**config.mk**
```make
export PLATFORM = sky130hd
export DESIGN_NAME = bt656_tx_ctrl
export DESIGN_NICKNAME = d
export VERILOG_FILES = /design/src/rtl/bt656_pkg.sv /design/src/rtl/bt656_sync_edge.sv /design/src/rtl/bt656_tx_ctrl.sv
export SDC_FILE = /design/constraint.sdc
export NUM_CORES = 1
export LEC_CHECK = 0
export CAP_MARGIN = 10
export CORE_UTILIZATION = 60
export DETAILED_ROUTE_END_ITERATION = 7
export DONT_BUFFER_PORTS = 1
export PLACE_DENSITY = 0.79
export SYNTH_ARGS = -nofsm -noshare
export SYNTH_HDL_FRONTEND = slang
export SYNTH_HIERARCHICAL = 1
export SYNTH_SLANG_ARGS = --single-unit
```
**constraint.sdc**
```tcl
create_clock -name i_SysClock -period 6.19 [get_ports i_SysClock]
set_input_delay 1.238 -clock i_SysClock [delete_from_list [all_inputs] [get_ports i_SysClock]]
set_output_delay 1.238 -clock i_SysClock [all_outputs]
set_load 0.02 [all_outputs]
```
**src/rtl/bt656_pkg.sv**
```systemverilog
// Shared definitions for the bt656_tx sequencing controller: register map,
// control/status bit positions, FSM encoding and pixel-period helper.
package bt656_pkg;

  // Register addresses
  localparam logic [1:0] ADDR_CTRL        = 2'd0;
  localparam logic [1:0] ADDR_FIRST_LINE  = 2'd1;
  localparam logic [1:0] ADDR_STATUS      = 2'd2;
  localparam logic [1:0] ADDR_FRAME_COUNT = 2'd3;

  // CTRL bit positions
  localparam int CTRL_EN_BIT = 0;
  localparam int CTRL_IL_BIT = 1;
  localparam int CTRL_FF_BIT = 2;

  // STATUS bit positions (state occupies [2:0])
  localparam int STATUS_FAULT_BIT = 3;
  localparam int STATUS_PEND_BIT  = 4;

  // FSM encoding, kept as plain constants so the STATUS field is stable
  localparam logic [2:0] ST_IDLE  = 3'd0;
  localparam logic [2:0] ST_ARM   = 3'd1;
  localparam logic [2:0] ST_RUN   = 3'd2;
  localparam logic [2:0] ST_DRAIN = 3'd3;
  localparam logic [2:0] ST_RESET = 3'd4;

  // CTRL shadow layout; packed so bit 0 is enable, matching the register
  typedef struct packed {
    logic first_field;
    logic interlace;
    logic enable;
  } ctrl_t;

  // Pixel period in sys cycles: next power of two above the clock ratio,
  // doubled so two periods always contain a full tx pixel clock edge.
  function automatic int pix_period(input int sys_clock, input int pixel_clock);
    return 1 << ($clog2(sys_clock / pixel_clock) + 1);
  endfunction

endpackage

```
**src/rtl/bt656_sync_edge.sv**
```systemverilog
// Two-flop synchroniser for an asynchronous level, plus rising-edge detect
// on the synchronised value.
module bt656_sync_edge (
  input  logic clk,
  input  logic rst_n,
  input  logic d,
  output logic sync,
  output logic rise
);

  logic meta_q, meta_d;
  logic sync_q, sync_d;
  logic prev_q, prev_d;

  // Shift the input through the metastability stage, sync stage and history
  always_comb begin
    meta_d = d;
    sync_d = meta_q;
    prev_d = sync_q;
  end

  // Synchroniser and edge-history flops
  always_ff @(posedge clk or negedge rst_n) begin
    if (!rst_n) begin
      meta_q <= 1'b0;
      sync_q <= 1'b0;
      prev_q <= 1'b0;
    end else begin
      meta_q <= meta_d;
      sync_q <= sync_d;
      prev_q <= prev_d;
    end
  end

  assign sync = sync_q;
  assign rise = sync_q & ~prev_q;

endmodule

```
**src/rtl/bt656_tx_ctrl.sv**
```systemverilog
// Sequencing/configuration controller for one bt656_tx instance. Holds the
// software-visible shadow registers, drives tx reset/start/mode, counts
// frames from the tx V/F flags and only reconfigures at frame boundaries.
module bt656_tx_ctrl
  import bt656_pkg::*;
#(
  parameter int SYS_CLOCK          = 50000000,
  parameter int PIXEL_CLOCK        = 12500000,
  parameter int RST_CYCLES         = 16,
  parameter int WDOG_FIELDS_CYCLES = 2000000
) (
  input  logic        i_SysClock,
  input  logic        i_ResetN,
  input  logic        i_WrEn,
  input  logic        i_RdEn,
  input  logic [1:0]  i_Addr,
  input  logic [31:0] i_WrData,
  output logic [31:0] o_RdData,
  output logic        o_RdValid,
  input  logic        i_Vsignal,
  input  logic        i_Fsignal,
  output logic        o_TxResetN,
  output logic        o_TxValid,
  output logic        o_InterlaceMode,
  output logic        o_FirstField,
  output logic [15:0] o_FirstLine,
  output logic        o_FrameTick,
  output logic        o_Fault
);

  localparam int PIX_PERIOD = pix_period(SYS_CLOCK, PIXEL_CLOCK);
  localparam int ARM_CYCLES = 2 * PIX_PERIOD;
  localparam int CNT_MAX    = (ARM_CYCLES > RST_CYCLES) ? ARM_CYCLES : RST_CYCLES;
  localparam int CNT_W      = $clog2(CNT_MAX + 1);
  localparam int WDOG_W     = $clog2(WDOG_FIELDS_CYCLES + 1);

  // Synchronised tx flags
  logic v_rise, f_sync;
  logic v_sync_unused, f_rise_unused;

  bt656_sync_edge u_sync_v (
    .clk   (i_SysClock),
    .rst_n (i_ResetN),
    .d     (i_Vsignal),
    .sync  (v_sync_unused),
    .rise  (v_rise)
  );

  bt656_sync_edge u_sync_f (
    .clk   (i_SysClock),
    .rst_n (i_ResetN),
    .d     (i_Fsignal),
    .sync  (f_sync),
    .rise  (f_rise_unused)
  );

  // State and counters
  logic [2:0]        state_q, state_d;
  logic [CNT_W-1:0]  cnt_q, cnt_d;
  logic [WDOG_W-1:0] wdog_q, wdog_d;
  logic              fault_q, fault_d;
  logic              pend_q, pend_d;
  logic [31:0]       frame_cnt_q, frame_cnt_d;
  logic              tick_q, tick_d;

  // Shadow registers
  ctrl_t             ctrl_q, ctrl_d;
  logic [15:0]       first_line_q, first_line_d;

  // Applied tx configuration and tx control
  logic              il_q, il_d;
  logic              ff_q, ff_d;
  logic [15:0]       fl_q, fl_d;
  logic              txrst_q, txrst_d;
  logic              txvalid_q, txvalid_d;

  // Read port
  logic [31:0]       rd_data_q, rd_data_d;
  logic              rd_valid_q, rd_valid_d;

  // Decoded bus strobes and events
  logic  wr_ctrl, wr_fl, wr_status, wr_fcnt;
  ctrl_t ctrl_wr_val;
  logic  cfg_change;
  logic  active;
  logic  frame_end;
  logic  wdog_expire;
  logic  unused_wr_bits;

  assign wr_ctrl     = i_WrEn && (i_Addr == ADDR_CTRL);
  assign wr_fl       = i_WrEn && (i_Addr == ADDR_FIRST_LINE);
  assign wr_status   = i_WrEn && (i_Addr == ADDR_STATUS);
  assign wr_fcnt     = i_WrEn && (i_Addr == ADDR_FRAME_COUNT);
  assign ctrl_wr_val = ctrl_t'(i_WrData[2:0]);
  assign cfg_change  = (wr_ctrl && (ctrl_wr_val != ctrl_q)) ||
                       (wr_fl && (i_WrData[15:0] != first_line_q));
  assign active      = (state_q == ST_RUN) || (state_q == ST_DRAIN);
  // The tx runs in the applied mode, so frame detection follows il_q
  assign frame_end   = v_rise && (il_q ? f_sync : 1'b1);
  assign wdog_expire = active && !v_rise &&
                       (wdog_q == WDOG_W'(WDOG_FIELDS_CYCLES - 1));
  assign unused_wr_bits = ^i_WrData[31:16];

  // Shadow registers, fault flag, frame counter and read data
  always_comb begin
    ctrl_d       = ctrl_q;
    first_line_d = first_line_q;
    if (wr_ctrl) ctrl_d = ctrl_wr_val;
    if (wr_fl)   first_line_d = i_WrData[15:0];

    fault_d = fault_q;
    if (wr_status && i_WrData[STATUS_FAULT_BIT]) fault_d = 1'b0;
    if (wdog_expire) fault_d = 1'b1;

    tick_d      = active && frame_end;
    frame_cnt_d = frame_cnt_q;
    if (active && frame_end) frame_cnt_d = frame_cnt_q + 32'd1;
    if (wr_fcnt) frame_cnt_d = 32'd0;

    wdog_d = (!active || v_rise) ? '0 : wdog_q + WDOG_W'(1);

    rd_valid_d = i_RdEn;
    rd_data_d  = 32'd0;
    if (i_RdEn) begin
      case (i_Addr)
        ADDR_CTRL:        rd_data_d = {29'd0, ctrl_q};
        ADDR_FIRST_LINE:  rd_data_d = {16'd0, first_line_q};
        ADDR_STATUS:      rd_data_d = {27'd0, pend_q, fault_q, state_q};
        default:          rd_data_d = frame_cnt_q;
      endcase
    end
  end

  // Sequencing FSM: ARM/RESET timing, drain to frame end, watchdog abort
  always_comb begin
    state_d = state_q;
    cnt_d   = '0;
    pend_d  = pend_q;
    case (state_q)
      ST_IDLE: begin
        if (ctrl_q.enable && !fault_q) state_d = ST_ARM;
      end
      ST_ARM: begin
        if (cnt_q == CNT_W'(ARM_CYCLES - 1)) state_d = ST_RUN;
        else cnt_d = cnt_q + CNT_W'(1);
      end
      ST_RUN: begin
        if (wdog_expire) begin
          state_d = ST_RESET;
        end else if (cfg_change || !ctrl_q.enable) begin
          state_d = ST_DRAIN;
          pend_d  = 1'b1;
        end
      end
      ST_DRAIN: begin
        if (wdog_expire || frame_end) state_d = ST_RESET;
      end
      ST_RESET: begin
        if (cnt_q == CNT_W'(RST_CYCLES - 1)) begin
          pend_d  = 1'b0;
          state_d = (ctrl_q.enable && !fault_q) ? ST_ARM : ST_IDLE;
        end else begin
          cnt_d = cnt_q + CNT_W'(1);
        end
      end
      default: state_d = ST_IDLE;
    endcase

    // Registered tx controls track the next state so they are glitch-free
    txrst_d   = (state_d == ST_ARM) || (state_d == ST_RUN) || (state_d == ST_DRAIN);
    txvalid_d = (state_d == ST_ARM);

    il_d = il_q;
    ff_d = ff_q;
    fl_d = fl_q;
    if (state_q == ST_ARM) begin
      il_d = ctrl_q.interlace;
      ff_d = ctrl_q.first_field;
      fl_d = first_line_q;
    end
  end

  // All controller state, asynchronously cleared
  always_ff @(posedge i_SysClock or negedge i_ResetN) begin
    if (!i_ResetN) begin
      state_q      <= ST_IDLE;
      cnt_q        <= '0;
      wdog_q       <= '0;
      fault_q      <= 1'b0;
      pend_q       <= 1'b0;
      frame_cnt_q  <= 32'd0;
      tick_q       <= 1'b0;
      ctrl_q       <= '0;
      first_line_q <= 16'd0;
      il_q         <= 1'b0;
      ff_q         <= 1'b0;
      fl_q         <= 16'd0;
      txrst_q      <= 1'b0;
      txvalid_q    <= 1'b0;
      rd_data_q    <= 32'd0;
      rd_valid_q   <= 1'b0;
    end else begin
      state_q      <= state_d;
      cnt_q        <= cnt_d;
      wdog_q       <= wdog_d;
      fault_q      <= fault_d;
      pend_q       <= pend_d;
      frame_cnt_q  <= frame_cnt_d;
      tick_q       <= tick_d;
      ctrl_q       <= ctrl_d;
      first_line_q <= first_line_d;
      il_q         <= il_d;
      ff_q         <= ff_d;
      fl_q         <= fl_d;
      txrst_q      <= txrst_d;
      txvalid_q    <= txvalid_d;
      rd_data_q    <= rd_data_d;
      rd_valid_q   <= rd_valid_d;
    end
  end

  assign o_RdData        = rd_data_q;
  assign o_RdValid       = rd_valid_q;
  assign o_TxResetN      = txrst_q;
  assign o_TxValid       = txvalid_q;
  assign o_InterlaceMode = il_q;
  assign o_FirstField    = ff_q;
  assign o_FirstLine     = fl_q;
  assign o_FrameTick     = tick_q;
  assign o_Fault         = fault_q;

endmodule

```
==> impl_metrics.toml, run 1 <==
[detailed_routing]
vias_per_cell = 5.93
drt-pass1-iter-count = 4
wire_per_inst_um = 17.3
ant_nets = 0
routed_wl_um = 12400
first_iter_violations = 285
num_vias = 4254
drc_errors = 0

[place]
gp_congestion = 0.894
pre_cts_ws_ps = 2910
io_buffers = 0
hpwl_um = 8130

[global_routing]
met3_usage = 0.0771
busiest_layer = "met2"
grt_use_met1 = 0.313
grt_max_degree = 142
overflow = 0
grtUsageTotal = 0.251
grt_pass1_wl_um = 21200
antenna_found_initial = 0
grtUsageMet2 = 0.407
first_global_vias = 4428

[timing]
rsz0062_at_grt = "no"
slew_headroom = 0.487
clock_skew_ps = 8.65
slew_violations = 0
worst_slack_ps = 3420
timing.setup.tns_ps = 0
finalHoldViolCount = 0
finalSetupViolCount = 0
max_clock_freq_mhz = 361
period_needed_ps = 2770
finalCritPeriodShare = 0.447
max_slew.worst_pin.slew_ps = 770

[run]
cap_viol_max_count = 0

[setup_path]
critical_path_class = "in -> reg"
critPathRequiredTime_ps = 6650
worst-path-max-fanout = 33
worstPathArrival_ps = 3220
start_kind = "input port"
end_kind = "flip-flop"
r2r_slack_ps = 3780

[floorplan]
core_um2 = 9950
chipWidth_um = 104
die_area_um2 = 10800
rows = 36
num_io_pins = 95
die_h_um = 104
start_util = 0.629

[layout]
nFillCells = 699
nets = 615
layout-drive-gt1-share = 0.106
num_antenna_cells = 0
syn_to_final_growth_pct = 10.3

[cts]
clock_latency_ps = 530
cts_sinks = 141
cts_setup_buffers = 0
cts-root-buf = "clkbuf_8"
cts_buffers = 17
cts_hold_buf = 0
clk_pin_slew_ps = 60
cts_tree = "yes"
h-tree-depth = 4
clockBufferDepth = 2
cts_resized = 0

[power]
cellLeakagePower_uw = 0.00309
power_density_nw_per_um2 = 354
design_power_total_uw = 2440
peakVddDrop_mv = 0.255

[synth]
syn_inst = 575
syn_avg_cell_area_um2 = 10.9
synth_area_um2 = 6260
synth.net_count = 618
yosysWarnings = 6

[status]
status = "complete, no violations"

[hold_path]
worstHoldPathType = "reg -> reg"
## power by group
part | switching (µW) | internal (µW) | total, µW
sequential | 182 | 1030 | 1210
combinational | 127 | 132 | 259
clock | 393 | 575 | 968
total | 702 | 1740 | 2440
## state kept, by name, summed over array words and instances (netlist names)
name             cells
state_q              3
o_Fault              1
u_sync_v/meta_q      1
o_FirstField         1
o_FrameTick          1
o_TxValid            1
u_sync_f/sync        1
pend_q               1
u_sync_v/sync        1
o_InterlaceMode      1
o_TxResetN           1
wdog_q              21
o_RdData            32
o_FirstLine         16
ctrl_q               3
o_RdValid            1
u_sync_v/prev_q      1
first_line_q        16
cnt_q                5
frame_cnt_q         32
u_sync_f/meta_q      1
## worst max-delay path, cell delays in order
cell     delay [ps]
and3_1          130
buf_4           340
a31oi_4         170
or4_1           740
or4_1           450
a21oi_1         150
## cell type report
class                           count  area [µm²]  share of cell area
Multi-Input combinational cell    401        2600               0.376
Timing Repair Buffer                2        15.0             0.00218
Clock inverter                     12         139              0.0201
Sequential cell                   141        3530               0.511
Tap cell                          133         166              0.0241
Inverter                            9        33.8             0.00489
Clock buffer                       19         422              0.0611
## layer usage
layer / routed length [µm] / share of wire / up-vias
met4: 214 / 0.017 / 0
met5: 0 / 0 / -
met3: 653 / 0.053 / 20
met2: 6210 / 0.50 / 106
li1: - / - / 1980
met1: 5320 / 0.43 / 2148
## cells in the final DEF (no fill, tap or decap), drive strengths merged, types with 4 or more instances in the layout
| master | instances |
|---|---|
| nand2b | 5 |
| or3 | 9 |
| nor4 | 18 |
| a21oi | 14 |
| o31ai | 5 |
| or4 | 7 |
| dfrtp | 141 |
| clkinvlp | 4 |
| clkbuf | 19 |
| nand4 | 11 |
| nor2 | 58 |
| xor2 | 25 |
| nand3 | 24 |
| o21ai | 8 |
| and3 | 10 |
| inv | 12 |
| nand2 | 70 |
| xnor2 | 34 |
| nor2b | 7 |
| mux2i | 12 |
| nor3 | 9 |
| and4 | 6 |
| and2 | 20 |
| mux2 | 22 |
## per-stage QoR
| stage | hold WS [ps] | cells | utilization | area, µm² |
|---|---|---|---|---|
| 2_1_floorplan | 331 | 575 | - | 6260 |
| 3_3_place_gp | 332 | 686 | 0.637 | 6340 |
| 3_5_place_dp | 336 | 686 | 0.637 | 6340 |
| 4_1_cts | 350 | 717 | 0.693 | 6900 |
| 5_1_grt | 352 | 717 | 0.693 | 6900 |
| 6_report | 346 | 717 | 0.693 | 6900 |
## final timing paths
check	from	to	depth (start not counted)
setup reg to reg	state_q[2]	frame_cnt_q[31]	5
hold reg to reg	u_sync_f/meta_q	u_sync_f/sync	0
max in group asynchronous	i_ResetN	wdog_q[20]	0
hold / removal	u_sync_f/meta_q	u_sync_f/sync	0
min in group asynchronous	i_ResetN	o_FirstLine[13]	0
setup / recovery	i_WrEn	frame_cnt_q[31]	6
(Power assumes the default switching activity.)
==> inputs of run 2 (changes only) <==
clock period = 2.6 ns   (was 6.19 ns; I/O delays follow)
==> impl_metrics.toml, run 2 (synthesis results as in run 1) <==
[status]
status = "finished, violations left"
violations = "negative hold slack"

[setup_path]
worstPathArrival_ps = 2750
endpoint = "frame_cnt_q[31]"
r2r_cells = 5
r2r_slack_ps = 300
crit_start = "state_q[2]"
end_kind = "flip-flop"
worst-path-max-fanout = 9
worstReg2RegEnd = "frame_cnt_q[31]"
start_kind = "flip-flop"
r2r-start = "state_q[2]"
critPathRequiredTime_ps = 3050
critical_path_class = "reg -> reg"

[hold_path]
worstHoldPathType = "in -> async"

[floorplan]
num_io_pins = 95
core_um2 = 9950
die_area_um2 = 10800
rows = 36
start_util = 0.629
chipWidth_um = 104
die_h_um = 104

[timing]
finalHoldViolCount = 141
period_needed_ps = 2300
finalSetupViolCount = 0
whs_ps = -312
timing.setup.tns_ps = 0
max_slew.worst_pin.slew_ps = 705
slew_headroom = 0.530
rsz0062_at_grt = "no"
max_clock_freq_mhz = 435
finalCritPeriodShare = 0.884
clock_skew_ps = 10.2
slew_violations = 0

[cts]
clock_latency_ps = 530
clk_pin_slew_ps = 60
h-tree-depth = 4
cts_resized = 0
cts_tree = "yes"
clockBufferDepth = 2
cts_sinks = 141
cts_setup_buffers = 0
cts-root-buf = "clkbuf_8"
cts_buffers = 17

[detailed_routing]
ant_nets = 0
drt-pass1-iter-count = 4
wire_per_inst_um = 18.0
drc_errors = 0
routed_wl_um = 13000
first_iter_violations = 326
vias_per_cell = 5.96
num_vias = 4314

[power]
p_clk_frac = 0.410
power_density_nw_per_um2 = 851
peakVddDrop_mv = 0.551
swShare = 0.279
internal-power_uw = 4300
p_switching_uw = 1670
cellLeakagePower_uw = 0.00315
power.share.sequential = 0.485
p_comb_frac = 0.105

[layout]
layout-drive-gt1-share = 0.113
register_area_um2 = 3530
nFillCells = 688
multi_input_area_um2 = 2600
num_antenna_cells = 0
syn_to_final_growth_pct = 11.9
nets = 622
final_area_um2 = 7000
final_common_cell = "dfrtp_1"
final_cell_mix = "dfrtp_1, nand2_1, nor2_1, xnor2_1, xor2_1"

[global_routing]
overflow = 0
grtUsageMet2 = 0.424
grt_max_degree = 142
antenna_found_initial = 0
first_global_vias = 4411
busiest_layer = "met2"
grtUsageTotal = 0.258
met3_usage = 0.0670
grt_use_met1 = 0.323
grt_pass1_wl_um = 21800

[place]
hpwl_um = 8380
gp_congestion = 0.914
place_area_um2 = 6370
io_buffers = 0

[run]
cap_viol_max_count = 0
-- run 2: changes by cell type in the layout (fill, tap and decap cells not counted) --
cell / before / now
buf_4: 2 / 6
bufinv_16: 2 / 3
clkbuf_1: 2 / 1
clkbuf_8: 1 / 3
clkinv_2: 1 / 0
clkinv_4: 2 / 3
clkinvlp_4: 4 / 2
dlygate4sd3_1: 0 / 3
-- run 2: area by class of cell --
class	instances	share of cell area
clock inverters	11	0.0225
flip-flops and latches	141	0.504
multi-input cells	401	0.371
inverters	9	0.00482
clock buffers	20	0.0636
well taps	133	0.0238
repair buffers	9	0.0107
-- run 2: worst min path at each step --
stage          depth (start not counted)              end  startpoint
3_3_place_gp                           0  o_FirstLine[14]    i_ResetN
5_1_grt                                0     o_RdData[14]    i_ResetN
3_5_place_dp                           0     o_RdData[14]    i_ResetN
4_1_cts                                0     o_RdData[14]    i_ResetN
6_report                               0     o_RdData[14]    i_ResetN
2_1_floorplan                          0         cnt_q[0]    i_ResetN
-- run 2: stage by stage --
stage          hold slack [ps]  total power (µW)  instances  utilization  setup WS, ps
2_1_floorplan              224              3360        575            -           470
3_3_place_gp               228              3490        690        0.640           400
3_5_place_dp               228              3550        690        0.640           332
4_1_cts                   -328              6000        721        0.701           308
5_1_grt                   -343              6180        724        0.704           198
6_report                  -312              5960        724        0.704           302
-- run 2: power groups by stage --
| stage | Sequential, µW | Clock (µW) | Combinational, µW |
|---|---|---|---|
| floorplan | 2840 | 0 | 522 |
| global placement | 2910 | 0 | 580 |
| detailed placement | 2930 | 0 | 620 |
| CTS | 2890 | 2480 | 628 |
| global route | 2920 | 2560 | 695 |
| finish | 2890 | 2450 | 625 |
-- run 2: critical path, cell delays in order (launching register included) --
cell and delay [ps]:
dfrtp_1 450, and2b_2 330, a31oi_4 130, or4_1 700
or4_1 450, a21oi_1 160
-- run 2: per-layer routing --
layer	routed length (µm)	share of wire	vias to the layer above
li1	-	-	1998
met5	0	0	-
met3	717	0.055	22
met1	5510	0.42	2157
met2	6570	0.50	137
met4	241	0.018	0
==> inputs of run 3 (changes only) <==
CORE_MARGIN = 3   (was unset)
CTS_CLUSTER_SIZE = 14   (was unset)
SLEW_MARGIN = 15   (was unset)
==> impl_metrics.toml, run 3 (synthesis results as in run 1) <==
[cts]
clock_latency_ps = 530
cts_sinks = 141
cts_setup_buffers = 0
clockBufferDepth = 2
clk_pin_slew_ps = 70
cts_buffers = 17
cts_tree = "yes"
h-tree-depth = 4
cts-root-buf = "clkbuf_8"
cts_resized = 0

[place]
place_area_um2 = 6370
gp_congestion = 0.841
io_buffers = 0
hpwl_um = 8440

[detailed_routing]
ant_nets = 0
routed_wl_um = 12700
wire_per_inst_um = 17.6
drc_errors = 0
num_vias = 4280
vias_per_cell = 5.93
first_iter_violations = 266
drt-pass1-iter-count = 4

[power]
internal-power_uw = 4330
p_clk_frac = 0.416
power.share.sequential = 0.482
peakVddDrop_mv = 0.595
power_density_nw_per_um2 = 860
p_comb_frac = 0.103
swShare = 0.279
cellLeakagePower_uw = 0.00314
p_switching_uw = 1680
design_power_total_uw = 6010

[global_routing]
first_global_vias = 4399
overflow = 0
grtUsageTotal = 0.235
antenna_found_initial = 0
grt_pass1_wl_um = 21600
grt_max_degree = 142

[status]
violations = "negative hold slack"
status = "finished, violations left"

[layout]
syn_to_final_growth_pct = 11.7
nFillCells = 645
final_area_um2 = 6990
final_cell_mix = "dfrtp_1, nand2_1, nor2_1, xnor2_1, xor2_1"
layout-drive-gt1-share = 0.114
nets = 620
final_common_cell = "dfrtp_1"
num_antenna_cells = 0

[timing]
max_slew.worst_pin.slew_ps = 653
whs_ps = -317
rsz0062_at_grt = "no"
finalHoldViolCount = 141
slew_headroom = 0.564
period_needed_ps = 2280
slew_violations = 0
finalSetupViolCount = 0
clock_skew_ps = 8.44
timing.setup.tns_ps = 0
finalCritPeriodShare = 0.877
max_clock_freq_mhz = 439

[setup_path]
worstPathCellList = "and4_4, nand2_4, or4_1, or4_1, a21oi_1"
critPathMaxStageDelay_ps = 700
worst-path-max-fanout = 9
crit_path_top_delay_cell = "or4_1"
start_kind = "flip-flop"
critical_path_class = "reg -> reg"
critPathRequiredTime_ps = 3050
end_kind = "flip-flop"
critPathTopFamily = "simple AND/OR/NAND/NOR gates"
worstPathArrival_ps = 2740
critPathBufInv = 0
critical_path.most_common_cell = "or4_1"

[floorplan]
rows = 36
core_um2 = 9950
die_h_um = 108
die_area_um2 = 11700
num_io_pins = 95
chipWidth_um = 108
start_util = 0.629

[run]
cap_viol_max_count = 0

[hold_path]
worstHoldPathType = "in -> async"
run 3: cell count changes in the layout (fill, tap and decap cells not counted):
| cell | change |
|---|---|
| clkbuf_8 | -2 |
| clkinv_4 | -2 |
| clkinvlp_4 | +2 |
| dlygate4sd3_1 | -2 |
| bufinv_16 | +1 |
| clkinv_2 | +1 |
run 3: stage by stage:
step | utilization | setup WS [ps] | instances
floorplan | - | 470 | 575
global placement | 0.640 | 399 | 690
detailed placement | 0.640 | 341 | 690
CTS | 0.701 | 321 | 721
global route | 0.702 | 184 | 722
finish | 0.702 | 320 | 722
run 3: routing by layer:
metal / vias to the layer above / GRT usage / routed length [µm]
met5: - / 0 / 0
met4: 0 / 0.0803 / 218
met3: 23 / 0.0663 / 555
met2: 106 / 0.382 / 6370
met1: 2153 / 0.305 / 5540
li1: 1998 / - / -
run 3: final cells by class:
class	count	area (µm²)	share of cell area
clock inverters	13	190	0.0272
multi-input cells	401	2600	0.372
well taps	133	166	0.0238
clock buffers	18	418	0.0598
inverters	9	33.8	0.00483
flip-flops and latches	141	3530	0.505
repair buffers	7	55.1	0.00788
run 3: power groups by stage:
stage	clock (µW)	sequential (µW)	combinational, µW
detailed placement	0	2930	611
finish	2500	2890	616
global route	2620	2930	687
global placement	0	2920	580
CTS	2530	2900	617
floorplan	0	2840	522
run 3: worst paths after layout:
| check | start | to | slack [ps] | cells past startpoint |
|---|---|---|---|---|
| worst max register to register | frame_cnt_q[2] | frame_cnt_q[31] | 320 | 5 |
| worst max-delay path | frame_cnt_q[2] | frame_cnt_q[31] | 320 | 5 |
| worst min register to register | u_sync_f/meta_q | u_sync_f/sync | 350 | 0 |
| max in group asynchronous | i_ResetN | wdog_q[10] | 2760 | 0 |
| min in group i_SysClock | i_Fsignal | u_sync_f/meta_q | 20 | 0 |
| worst min-delay path | i_ResetN | o_RdData[9] | -320 | 0 |
